## config.mk

```make
export PLATFORM = sky130hd
export DESIGN_NAME = audio_sample_sequencer
export DESIGN_NICKNAME = d
export VERILOG_FILES = /design/src/rtl/audio_sample_sequencer.sv
export SDC_FILE = /design/constraint.sdc
export NUM_CORES = 1
export LEC_CHECK = 0
export ABC_AREA = 1
export ABC_CLOCK_PERIOD_IN_PS = 2300
export CAP_MARGIN = 15
export CORE_MARGIN = 1.5
export CORE_UTILIZATION = 49
export CTS_CLUSTER_DIAMETER = 150
export DETAILED_ROUTE_END_ITERATION = 7
export PLACE_DENSITY = 0.81
export REMOVE_ABC_BUFFERS = 1
export SYNTH_ARGS = -nofsm -noshare
export SYNTH_HDL_FRONTEND = slang
export SYNTH_SLANG_ARGS = --single-unit
```

## constraint.sdc

```tcl
create_clock -name CLOCK_50 -period 2.3 [get_ports CLOCK_50]
set_input_delay 0.23 -clock CLOCK_50 [delete_from_list [all_inputs] [get_ports CLOCK_50]]
set_output_delay 0.23 -clock CLOCK_50 [all_outputs]
set_load 0.02 [all_outputs]
```

## src/rtl/audio_sample_sequencer.sv

```systemverilog
// Per-sample controller between the codec handshake and the left/right filter pair.
// Optional macro AUDIO_SEQ_COUNT_EN enables the 16-bit completed-write counter on sample_count.

module audio_sample_sequencer #(
  parameter int unsigned DW           = 24,
  parameter int unsigned PROC_TIMEOUT = 1024
) (
  input  logic          CLOCK_50,
  input  logic          reset,
  input  logic          read_ready,
  input  logic          write_ready,
  input  logic [DW-1:0] readdata_left,
  input  logic [DW-1:0] readdata_right,
  output logic          read,
  output logic          write,
  output logic [DW-1:0] writedata_left,
  output logic [DW-1:0] writedata_right,
  input  logic          bypass,
  output logic [DW-1:0] filt_in_left,
  output logic [DW-1:0] filt_in_right,
  output logic          filt_valid,
  input  logic          filt_done,
  input  logic [DW-1:0] filt_out_left,
  input  logic [DW-1:0] filt_out_right,
  output logic          busy,
  output logic          timeout_flag,
  output logic [15:0]   sample_count
);

  localparam int unsigned CntW = (PROC_TIMEOUT > 2) ? $clog2(PROC_TIMEOUT) : 1;
  localparam logic [CntW-1:0] WdLast = CntW'(PROC_TIMEOUT - 1);

  typedef enum logic [2:0] {
    StIdle,
    StCapture,
    StIssue,
    StWaitf,
    StWrite
  } state_e;

  state_e          state_q, state_d;
  logic [DW-1:0]   raw_l_q, raw_l_d, raw_r_q, raw_r_d;
  logic [DW-1:0]   res_l_q, res_l_d, res_r_q, res_r_d;
  logic [DW-1:0]   wdata_l_q, wdata_l_d, wdata_r_q, wdata_r_d;
  logic            mode_q, mode_d;
  logic            timeout_q, timeout_d;
  logic [CntW-1:0] wd_cnt_q, wd_cnt_d;

  always_comb begin
    state_d   = state_q;
    raw_l_d   = raw_l_q;
    raw_r_d   = raw_r_q;
    res_l_d   = res_l_q;
    res_r_d   = res_r_q;
    wdata_l_d = wdata_l_q;
    wdata_r_d = wdata_r_q;
    mode_d    = mode_q;
    timeout_d = timeout_q;
    wd_cnt_d  = wd_cnt_q;

    unique case (state_q)
      StIdle: begin
        if (read_ready && write_ready) state_d = StCapture;
      end
      StCapture: begin
        raw_l_d = readdata_left;
        raw_r_d = readdata_right;
        mode_d  = bypass;
        state_d = bypass ? StWrite : StIssue;
      end
      StIssue: begin
        wd_cnt_d = '0;
        state_d  = StWaitf;
      end
      StWaitf: begin
        // filt_done has priority over a simultaneous watchdog expiry
        if (filt_done) begin
          res_l_d = filt_out_left;
          res_r_d = filt_out_right;
          state_d = StWrite;
        end else if (wd_cnt_q == WdLast) begin
          res_l_d   = raw_l_q;
          res_r_d   = raw_r_q;
          timeout_d = 1'b1;
          state_d   = StWrite;
        end else begin
          wd_cnt_d = wd_cnt_q + CntW'(1);
        end
      end
      StWrite: begin
        if (write_ready) state_d = StIdle;
      end
      default: state_d = StIdle;
    endcase

    // Output data is frozen on entry to WRITE so it stays stable through backpressure
    if (state_d == StWrite && state_q != StWrite) begin
      wdata_l_d = mode_d ? raw_l_d : res_l_d;
      wdata_r_d = mode_d ? raw_r_d : res_r_d;
    end
  end

  always_ff @(posedge CLOCK_50) begin
    if (reset) begin
      state_q   <= StIdle;
      raw_l_q   <= '0;
      raw_r_q   <= '0;
      res_l_q   <= '0;
      res_r_q   <= '0;
      wdata_l_q <= '0;
      wdata_r_q <= '0;
      mode_q    <= 1'b0;
      timeout_q <= 1'b0;
      wd_cnt_q  <= '0;
    end else begin
      state_q   <= state_d;
      raw_l_q   <= raw_l_d;
      raw_r_q   <= raw_r_d;
      res_l_q   <= res_l_d;
      res_r_q   <= res_r_d;
      wdata_l_q <= wdata_l_d;
      wdata_r_q <= wdata_r_d;
      mode_q    <= mode_d;
      timeout_q <= timeout_d;
      wd_cnt_q  <= wd_cnt_d;
    end
  end

  assign read            = (state_q == StCapture);
  assign filt_valid      = (state_q == StIssue);
  // The push fires in the same cycle the codec reports space while in WRITE
  assign write           = (state_q == StWrite) && write_ready;
  assign busy            = (state_q != StIdle);
  assign filt_in_left    = raw_l_q;
  assign filt_in_right   = raw_r_q;
  assign writedata_left  = wdata_l_q;
  assign writedata_right = wdata_r_q;
  assign timeout_flag    = timeout_q;

`ifdef AUDIO_SEQ_COUNT_EN
  logic [15:0] count_q;

  always_ff @(posedge CLOCK_50) begin
    if (reset) begin
      count_q <= '0;
    end else if (write) begin
      count_q <= count_q + 16'd1;
    end
  end

  assign sample_count = count_q;
`else
  assign sample_count = '0;
`endif

endmodule

```

# Word level (Yosys, flattened, before mapping)
# Cells that the tools add are included.
# word_totals
ff_bits	159
inputBits	102
out_inout_bits	117
word_cells	49
# op_classes
n_addsub	1
eq_ne	9
n_mux	20
bitwise_logic	1
reduce_logical	8
# op_table
op	n
2-to-1 mux 24 bit	10
2-to-1 mux 10 bit	2
case mux 10 bit (2 select lines)	1
2-to-1 mux 3 bit	5
case mux 3 bit (5 select lines)	1
adder 10 x 1 -> 10 bit (second input constant)	1
== test 10 bit (second input constant)	1
== test 3 x 2 -> 1 bit (second input constant)	2
== test 3 bit (second input constant)	2
AND reduction 3 bit	2
!= test 2 bit (second input constant)	2
== test 3 x 1 -> 1 bit (second input constant)	1
logical AND 1 bit	3
zero test 3 bit	1
!= test 3 bit (second input constant)	1
nonzero test 3 bit	1
nonzero test 2 bit	1
2-to-1 mux 1 bit	1
NOT 1 bit	1

# Depth between registers and ports, before layout
# Gate-level depths: netlist (run 1).
# depth
ltp_word	6
ltp_mapped	14
depth_no_buf	12

# Worst setup path after synthesis (run 1)
# No wires, ideal clock.
# synth_timing
path_kind	reg-to-reg
from	register wd_cnt_q[0]
to	register wdata_l_q[10], in the netlist writedata_left[10]
setup_ps	109
t_arrival_ps	1595
required_ps	2191
path_slack_ps	596
stages_incl_launch_ff	13
n_path_buf	2
path_cell_list	dfxtp_1 > ha_1 > nand2_1 > nor2_1 > nand4_1 > nand2_1 > nor2_1 > nor2_4 > buf_6 > buf_2 > nand3_1 > nand2_1 > inv_1
# synth_via
elab_chain_len	6
elab_cells_between_ends	10
# synth_rtl
item	line	text
from (decl)	47	logic [CntW-1:0] wd_cnt_q, wd_cnt_d;
from (signal assigned)	125	wd_cnt_q <= wd_cnt_d;
== test 10 bit *	81	end else if (wd_cnt_q == WdLast) begin
2-to-1 mux 3 bit	81	
2-to-1 mux 3 bit	77	if (filt_done) begin
case mux 3 bit (5 select lines)	61	unique case (state_q)
== test 3 bit	97	if (state_d == StWrite && state_q != StWrite) begin
logical AND 1 bit	97	
to (signal assigned)	121	wdata_l_q <= wdata_l_d;
to (decl)	44	logic [DW-1:0] wdata_l_q, wdata_l_d, wdata_r_q, wdata_r_d;
# Mark *: on every way between the ends. The rest lies on a longest branch, timed or not.
# A chain may end at the register's enable or synchronous reset.

# Final worst setup path (run 1)
# layout_timing
from	register wd_cnt_q[0]
to	register wdata_l_q[20], in the netlist writedata_left[20]
# Same word-level chain as after synthesis.

==> results of run 1 <==
==> timing repair <==
action	in CTS	in global routing
resized for setup	2	2
setup buffers	0	0
gates cloned	0	0
endpoints found under the setup margin	1	1
==> through the flow <==
stage / total power, mW / instance area (um^2) / instances / setup WS (ps) / util [%]
2_1_floorplan: 3.70 / 7550 / 1087 / -1120 / -
3_3_place_gp: 4.34 / 10000 / 1525 / 280 / 63.3
3_5_place_dp: 4.36 / 10000 / 1525 / 260 / 63.3
4_1_cts: 7.84 / 10800 / 1557 / 16.9 / 67.9
5_1_grt: 8.07 / 10800 / 1557 / 28.1 / 68.0
6_report: 7.80 / 10800 / 1557 / 262 / 68.0
==> routing by layer <==
layer,global-route usage [%],routed length (um),up-vias
li1,-,-,3957
met1,32.6,9510,3640
met2,44.8,10800,309
met3,6.27,1690,49
met4,10.9,652,0
met5,0,0,-
==> how the worst min path moves through the flow <==
stage          cells after the start                 end  slack [ps]          startpoint
2_1_floorplan                      1          state_q[1]         300               reset
3_3_place_gp                       2  writedata_left[22]         450  writedata_left[22]
3_5_place_dp                       2  writedata_left[23]         460  writedata_left[23]
4_1_cts                            2    filt_in_right[6]         170               reset
5_1_grt                            2    filt_in_right[2]         190               reset
6_report                           2   filt_in_right[14]         190               reset
==> cell families after synthesis <==
logic type | share of synthesized area, %
compound gates | 13.4
fa+ha+maj | 0.157
buf+inv | 11.4
mux | 0.377
flops | 40.0
simple gates | 34.4
other cells | 0.0471
xor+xnor | 0.220
==> power breakdown <==
group	total [mW]	leakage (nW)	switching, mW	internal [mW]
sequential	2.98	1.29	0.0997	2.88
clock	3.48	0.357	1.11	2.37
combinational	1.33	3.05	0.708	0.624
total	7.80	4.69	1.92	5.88
==> sequential cells by signal, summed over array words and instances, names as in the netlist <==
| name | cells |
|---|---|
| filt_in_left | 24 |
| filt_in_right | 24 |
| res_l_q | 24 |
| res_r_q | 24 |
| writedata_left | 24 |
| writedata_right | 24 |
| wd_cnt_q | 10 |
| state_q | 3 |
| mode_q | 1 |
| timeout_flag | 1 |
==> critical path, delay by kind of cell (launching register included) <==
| kind | cells | cell delay (ps) |
|---|---|---|
| buffers and inverters | 2 | 330 |
| and+or+nand+nor | 9 | 1000 |
| DFF | 1 | 400 |
| adders and majority gates | 1 | 200 |
==> layout by cell type (no fill, tap or decap), types with 2 or more instances in the layout <==
cell	n
nor2_2	2
o21a_1	45
a21oi_1	11
nand3_1	105
clkbuf_16	17
nor3_1	2
conb_1	16
nand2_2	33
nor2_1	161
nor2_4	2
a21boi_1	11
o21ai_0	4
a21boi_0	34
buf_4	17
buf_12	4
clkdlybuf4s50_1	200
clkbuf_8	4
inv_2	5
dfxtp_1	159
inv_1	112
nand2_1	277
mux2i_1	3
nand4_1	4
or2_2	45
a31oi_1	49
bufinv_16	8
==> final cells by class <==
class | instances | share of cell area (%)
timing repair buffer | 222 | 20.6
tap | 216 | 2.50
clock buffer | 22 | 4.48
multi-input combinational | 810 | 36.5
clock inverter | 10 | 2.34
inverter | 118 | 4.15
sequential | 159 | 29.5
==> run metrics, run 1 <==
Synth top area share between 30 and 40%; row count between 40 and 50; top-count cell post-synth nand2_1; fin. max-slew vios 0; vias per inst 5.11; max-cap violation count 0; maximum fanout along the worst path 72; initial antenna violation count 0; maximum VDD drop around 0.65 mV; worst min path class input port to register; FF-to-FF End writedata_left[20]; cell mode on critical path nor2_1; layout cells sized above 1 about a tenth; ys flop type dfxtp_1; Fillers approximately 1400; drt first pass iters 5; sequential fraction of the synthesis area approximately two fifths; cells after synthesis roughly 1200; post-synth top area cell dfxtp_1; Critical Path Start Type register; period utilization 88.6%; Total Wirelength 22600 um; P_leak 4.69 nW; slowest CP cell dfxtp_1; Starting Density approximately half; Syn Std Cell Area approximately 8000 um^2; H-tree depth 4; Worst EP arrival roughly 2400 ps; Iter 0 DRT Violations roughly 620; largest net degree at the start of global routing between 70 and 80; CTS tree built; area occupied by multi-input gates approximately 3900 um^2; power density over the cells around 720 nW/um^2; Post-DRT Antenna Nets 0; CP Launch Point wd_cnt_q[0]; Yosys warnings 0; area occupied by registers ~3200 um^2; PortBufs about 200; critical path endpoint category register; fin nets about 1400; worst-path cell chain ha_1 -> nand2_1 -> nor2_1 -> nand4_1 -> nand2_1 -> nor2_1 -> nor2_4 -> buf_12 -> nor2_1 -> nor2_1 -> nand2_1 -> inv_1; worst-skew pair later-pin latency ~420 ps; CTS root buf clkbuf_16; dpl hpwl ~15000 um; min Tclk post-route between 2000 and 2500 ps; Crit Path Class register to register; CP Data Required Time roughly 2700 ps; GRT Util Overall 26.5%; I/O Pins roughly 220; Area contributors post-synth dfxtp_1 (40%), nand2_1 (13%), nor2_1 (7.6%); RSZ-0062 raised after global routing no; number of synthesized flops with an enable pin 0; FF-to-FF Start wd_cnt_q[0]; Mean Syn Cell Area approximately 6.9 um^2; Die Ht 130 um; Hold Violations, Final 0; die area between 15000 and 20000 um^2; grt ovf 0; Die W around 130 um; DR WL/cell about 15 um; Setup crit end writedata_left[20]; DR vias between 7000 and 8000; area grow syn2layout 35.6%; CTS Buffer Depth 2; Yosys cell types 30; CTS buffer count 17; register-to-register setup slack between 200 and 300 ps; Synth Register Bits about 160; Post-CTS Hold Buffers 0; status finished clean; most frequent cells after synthesis nand2_1 (278), nor2_1 (161), dfxtp_1 (159); DRC Markers 0; R2R depth 12; Final setup viols 0; Synth async-reset ratio 0%; core area between 15000 and 20000 um^2; Min Hold Slack ~190 ps; Reg clk slew, reported paths 60 ps; global-route wire length before repair around 36000 um; setup TNS 0 ps; Antenna Diode Count 0; maximum clock frequency a little under 500 MHz; crit-path max cell delay approximately 400 ps; GP Congestion just over 0.8; clk_skew roughly 7.7 ps; vias in the first global route between 7000 and 8000; clock sink count approximately 160
Power figures use the tool's default switching activity.
==> run 2, diff against run 1 <==
--- a/config.mk
+++ b/config.mk
@@ -12,7 +12,7 @@
 export CORE_UTILIZATION = 49
 export CTS_CLUSTER_DIAMETER = 150
 export DETAILED_ROUTE_END_ITERATION = 7
-export PLACE_DENSITY = 0.81
+export PLACE_DENSITY = 0.92
 export REMOVE_ABC_BUFFERS = 1
 export SYNTH_ARGS = -nofsm -noshare
 export SYNTH_HDL_FRONTEND = slang
==> run 2 against run 1 <==
Net effect: critical path depth down 7; worst hold slack better by 3.0 ps; combinational power about the same; flip-flop and latch count unchanged; first-iteration DRC count decreased by 12%; final cell count increased by 0.13%; critical path type is now register to output pin; largest power group is now sequential cells.
==> run metrics, run 2 (synthesis gave the netlist of run 1 again) <==
die area 17000 um^2 (unchanged); fin. max-slew vios 0 (unchanged); P_leak 4.61 nW (-1.8%); worst min path class input port to register; largest net degree at the start of global routing 63 (-18%); grt ovf 0 (unchanged); register-to-register setup slack 270 ps (about the same); dpl hpwl 15300 um (+3.2%); CTS-repair resized insts 0 (-2); layout cells sized above 1 10.6% (about the same); most common cell after layout, fill and taps aside nand2_1; post-route cell area 10700 um^2 (-1.3%); Total Power 7.17 mW (-8.1%); Critical Path Start Type register; status finished clean; clk_skew 8.07 ps (+0.394 ps); power density over the cells 673 nW/um^2 (-6.8%); Post-DRT Antenna Nets 0 (unchanged); DRC Markers 0 (unchanged); Die Ht 130 um (unchanged); DR vias 8046 (+1.1%); maximum fanout along the worst path 20 (-72%); period utilization 95.2% (+6.6 points); Final setup viols 0 (unchanged); core area 15900 um^2 (unchanged); max-cap violation count 0 (unchanged); worst-skew pair later-pin latency 430 ps (about the same); met1 GRT Util 31.7% (-0.95 points); maximum clock frequency 457 MHz (-6.9%); Post-CTS Hold Buffers 0 (unchanged); RSZ-0062 raised after global routing no; global routing usage on met2 45.8% (+0.96 points); Worst EP arrival 1960 ps (-450 ps); GRT busiest layer met2; routing usage on met3 6.31% (+0.041 points); maximum VDD drop 0.527 mV (-19%); Iter 0 DRT Violations 540 (-12%); CTS buffer count 17 (unchanged); CTS root buf clkbuf_16; global-route wire length before repair 35700 um (+0.31%); vias in the first global route 7647 (+4.3%); clock sink count 159 (unchanged); vias per inst 5.16 (+1.0%); fin nets 1433 (+0.14%); min Tclk post-route 2190 ps (+152 ps); I/O Pins 219 (unchanged); Post-CTS Setup Inserts 0 (unchanged); Hold Violations, Final 0 (unchanged); PortBufs 202 (unchanged); drt first pass iters 5 (unchanged); CTS Buffer Depth 2 (unchanged); commonest non-fill, non-tap cells in the layout nand2_1 (277), clkdlybuf4s50_1 (201), nor2_1 (161), dfxtp_1 (159), inv_1 (112); GRT Util Overall 26.5% (-0.072 points); row count 46 (unchanged); area grow syn2layout 33.8%; initial antenna violation count 2 (+2); Crit Path Class register to output pin; Total Wirelength 22600 um (about the same); critical path endpoint category output pin; CTS tree built; GP Congestion 0.866 (+6.6%); Starting Density 50.1% (unchanged); DR WL/cell 14.5 um (-0.15%); dpl cell area 10100 um^2 (+0.15%); CP Data Required Time 2070 ps (-600 ps); H-tree depth 4 (unchanged); Die W 130 um (unchanged); setup TNS 0 ps (unchanged); Reg clk slew, reported paths 60 ps (about the same)
run 2: changes by cell type in the layout (fill, tap and decap cells not counted), moves of 2 or more:
cell | previous run | this run
clkinvlp_4 | 1 | 3
clkbuf_8 | 4 | 1
buf_4 | 17 | 19
bufinv_16 | 8 | 3
clkinv_2 | 1 | 5
run 2: power breakdown:
part           internal (mW)  leakage [nW]  switching (mW)  total [mW]
clock network           1.72         0.282            1.13        2.85
registers               2.88          1.29          0.0959        2.98
logic                  0.631          3.04           0.707        1.34
run 2: path summary, 6_finish.rpt:
kind	startpoint	endpoint	cells past startpoint
max	state_q[0]	read	5
min	reset	filt_in_left[21]	2
max reg2reg	wd_cnt_q[0]	writedata_left[2]	12
min reg2reg	writedata_right[23]	writedata_right[23]	2
run 2: stage by stage:
stage	hold WS (ps)	instances	utilization (%)	setup slack (ps)
after detailed placement	465	1527	63.4	309
after floorplan	299	1087	-	-1120
after CTS	188	1558	67.1	19.5
after global routing	201	1559	67.1	24.6
final	193	1559	67.1	110
after global placement	458	1527	63.4	366
run 2: critical path, cell delays in order (launching register included):
cell             delay (ps)
dfxtp_1                 350
inv_1                    60
nor2_1                  110
nand2_2                 120
clkinv_2                230
clkdlybuf4s50_1         660
run 2: per-layer routing:
layer  up-vias  part of all wire, %
met5         -                0.057
met4         2                  2.5
met3        40                  7.1
met2       282                   49
met1      3747                   42
li1       3975                    -
run 2: area by class of cell:
cell class | count | area, um^2
Fill cell | 1275 | 5230
Multi-Input combinational cell | 810 | 3930
Sequential cell | 159 | 3180
Timing Repair Buffer | 224 | 2230
Clock buffer | 20 | 447
Inverter | 118 | 444
Tap cell | 216 | 270
Clock inverter | 11 | 141
Antenna cell | 1 | 2.50
==> RTL change 1: new RTL, flow settings as in run 2 <==
The 5 states of `state_e` get a Gray code encoding in 3 bits.
--- a/src/rtl/audio_sample_sequencer.sv
+++ b/src/rtl/audio_sample_sequencer.sv
@@ -32,9 +32,9 @@
 
   typedef enum logic [2:0] {
-    StIdle,
-    StCapture,
-    StIssue,
-    StWaitf,
-    StWrite
+    StIdle    = 3'b000,
+    StCapture = 3'b001,
+    StIssue   = 3'b011,
+    StWaitf   = 3'b010,
+    StWrite   = 3'b110
   } state_e;
 
Function: no difference found for any inputs over 10 cycles, from zero or initial values and one cycle with reset high; not proved beyond that.
==> RTL change 1 against run 2 <==
- first-iteration DRC count grew 11%
- worst setup slack gained 0.14 ns
- via count grew 0.27%
- global-route usage is essentially flat
- routed wire length shrank 3.7%
- total power grew 4.0%
- cell area shrank 0.87%
- core utilization grew 1.6 points
- sequential cell count is the same
- count of clock-buffer cells in the layout grew 2
- sequential power grew 1%
- synthesized area shrank 1.9%
- maximum frequency grew 6.7%
- critical endpoint is now writedata_left[20]
- largest power group unchanged
- highest routed layer is now met4
==> RTL change 1: results (changes against run 2) <==
Detail Placement HPWL=14.15 mm (-7.5%); largest net degree at the start of global routing=112 (+78%); Compound-Gate Fraction of Synth Area=7.510% (-5.8 points); Area after DPL=9946 um2 (-1.2%); number of fill cells in the layout=1224 (-4.0%); Synth Area in Adders=0.1601% (+0.0030 points); Critical-path top delay cell=dfxtp_1; crit-path leading delay family=simple AND/OR/NAND/NOR gates; DR WL/cell=13.92 um (-4.1%); CTS buffer count=17 (unchanged); flop2flop setup slack=0.25 ns (-0.02 ns); Unique masters post-synth=29 (-3.3%); post-synthesis mux area share=0% (-0.38 points); Hold Path Class=input pin to flip-flop; top post-synthesis cells by area=dfxtp_1, nor2_1, nand3_1, nand2_1, inv_1; port bufs=202 (unchanged); initial antenna violation count=0 (-2); vias in the first global route=7504 (-1.9%); Hold Path Sink=writedata_left[23]; total leakage power=4.564 nW (-0.99%); status=complete, no violations; # nets final=1444 (+0.77%); share of cells above drive strength 1=8.789% (-1.8 points); r2r endpoint=writedata_left[20]; Root Buffer=clkbuf_16; vias=8068 (+0.27%); CP Max Fanout=43 (+110%); Synth top cells by count=nor2_1, nand2_1, dfxtp_1; Initial DRT Pass Iterations=5 (unchanged); Post-Synth XOR/XNOR Area=0.6725% (+0.45 points); H-tree lvl count=4 (unchanged); ys flop type=dfxtp_1; Reg2Reg Depth=10 (-2); Worst-Skew Late Latency=0.43 ns (about the same); Avg Cell Area, Syn=6.661 um2 (-3.5%); hold path depth=4 (+2); drt initial violations=597 (+11%); Synthesis Warnings=0 (unchanged); CTS clock-pin slew for the worst setup and hold paths=0.06 ns (about the same); GR Util All Layers=26.44% (about the same); FF-to-FF Start=wd_cnt_q[0]; WL final=21.79 mm (-3.7%); ANT cells=0 (-1); maximum vdd ir drop=0.5156 mV (-2.2%); Seq/Total Area, Yosys=40.74% (+0.77 points); global-route wire length before repair=35.33 mm (-0.91%); GP Congestion=0.8197 (-5.3%); DP Cell Count=1533 (+0.39%); Worst Path Arrival=2.41 ns (+0.45 ns); Clock Skews=0.006773 ns (-0.001301 ns); Worst Max-Slew Pin Slew=~0.75 ns; max incr delay on CP=0.40 ns (-0.26 ns)
## RTL change 1: cell types whose count changed after synthesis, sizes merged, moves of 46 or more
cell	change
nor2	+52
o21ai	+46
nand2	-127
a31oi	-47
a21oi	+50
## RTL change 1: worst max path at each step
stage                      startpoint                   to
after floorplan            state_q[1]   writedata_left[23]
after global routing      wd_cnt_q[0]  writedata_right[18]
final                     wd_cnt_q[0]   writedata_left[20]
after detailed placement  wd_cnt_q[0]   writedata_left[20]
after global placement    wd_cnt_q[0]   writedata_left[18]
after CTS                  state_q[2]                 read
## RTL change 1: metal layers
layer	share of wire, %	track usage [%]
met5	0	0
met4	2.2	11.17
met2	47	43.49
met3	8.5	7.184
met1	42	32.70
## RTL change 1: power breakdown
group | total, W | switching (W) | internal, W
clock network | 0.00294 | 0.00113 | 0.00182
logic | 0.00149 | 0.000847 | 0.000642
registers | 0.00302 | 0.0000910 | 0.00293
total | 0.00745 | 0.00206 | 0.00539
## RTL change 1: tightest hold or removal path: stages
cell,delay (ns)
buf_4,0.11
inv_2,0.20
nand2_1,0.14
a21oi_1,0.03
## RTL change 1: area by class of cell
cell class	count	area share [%]
Sequential cell	159	30.13
Timing Repair Buffer	222	21.49
Tap cell	211	2.499
Clock buffer	22	4.584
Multi-Input combinational cell	787	34.56
Inverter	154	5.472
Clock inverter	10	1.267
## RTL change 1: through the flow
step	setup WS (ns)	utilization, %	hold WS (ns)
final	0.2470	68.73	0.3290
after global routing	0.09066	68.73	0.3392
after detailed placement	0.2926	64.70	0.4674
after global placement	0.3686	64.70	0.4564
after floorplan	-1.480	-	0.2991
after CTS	0.2345	68.73	0.3259
==> RTL change 2: new RTL, flow settings as in run 2 <==
Made on the original files. `DW`: 24 -> 48.
--- a/src/rtl/audio_sample_sequencer.sv
+++ b/src/rtl/audio_sample_sequencer.sv
@@ -3,5 +3,5 @@
 
 module audio_sample_sequencer #(
-  parameter int unsigned DW           = 24,
+  parameter int unsigned DW           = 48,
   parameter int unsigned PROC_TIMEOUT = 1024
 ) (
Ports: changed (8 resized); port bits go from 219 to 411. The function was not compared with the original's and may differ.
==> RTL change 2 against run 2 <==
- count of clock-buffer cells in the layout increased by 26
- sequential cell count rose by 144
- cell area up 90%
- routed wire length grew 110%
- highest routed layer is now met4
- synthesized area up 91%
- worst setup slack worse by 0.043 ns
- total power grew 80%
- die area grew 88%
- register-to-register slack got worse by 0.09 ns
==> RTL change 2: results (changes against run 2) <==
Reg area=6066 um2 (+91%); Area after DPL=19290 um2 (+92%); drt initial violations=1285 (+140%); met2 wire length=22.98 mm (+110%); max incr delay on CP=0.68 ns (+0.02 ns); global-route wire length before repair=74.62 mm (+110%); CTS buffer count=31 (+14); Switching Share=28.07% (+1.1 points); multi-input logic area=7198 um2 (+83%); Non-Clock Buffer Count=427 (+91%); met3 Use GR=5.153% (-1.2 points); initial antenna violation count=0 (-2); # nets final=2812 (+96%); Hold Path Sink=wd_cnt_q[2]; number of fill cells in the layout=2386 (+87%); wl on met1=17.94 mm (+91%); port bufs=394 (+95%); maximum vdd ir drop=0.5782 mV (+9.7%); Post-Place Setup Slack=0.1793 ns (-0.1299 ns); WL met3=4.489 mm (+180%); Seq/Total Area, Yosys=39.96% (about the same); CTS max path bufs=3 (+1); fraction of area in non-clock buffers=21.71% (+0.74 points); Clock Buffer Count=46 (+130%); Unique masters post-synth=36 (+20%); DP Cell Count=2976 (+95%); Worst Path Arrival=2.00 ns (+0.04 ns); r2r endpoint=writedata_right[23]; Site Rows=64 (+39%); Critical Path End=filt_valid; GR Util All Layers=28.42% (+2.0 points); M2 GR Usage=49.52% (+3.7 points); status=complete, no violations
RTL change 2: changes by cell type in the layout (fill, tap and decap cells not counted), sizes merged, moves of 98 or more:
cell | before | now
clkdlybuf4s50 | 201 | 392
nor2 | 165 | 400
inv | 117 | 302
dfxtp | 159 | 303
nand2 | 311 | 512
nand4 | 4 | 102
RTL change 2: stage by stage:
stage | hold slack, ns | power, W
6_report | 0.05358 | 0.01292
5_1_grt | 0.06555 | 0.01342
4_1_cts | 0.03559 | 0.01295
3_5_place_dp | 0.4632 | 0.008165
3_3_place_gp | 0.4530 | 0.008100
2_1_floorplan | 0.2991 | 0.007009
RTL change 2: logic make-up after synthesis:
| logic type | Yosys count | share of synthesized area [%] |
|---|---|---|
| fa+ha+maj | 1 | 0.08241 |
| other cells | 1 | 0.02470 |
| simple gates | 1314 | 39.27 |
| buf+inv | 477 | 13.32 |
| xor+xnor | 3 | 0.1731 |
| compound gates | 213 | 7.171 |
| flops | 303 | 39.96 |
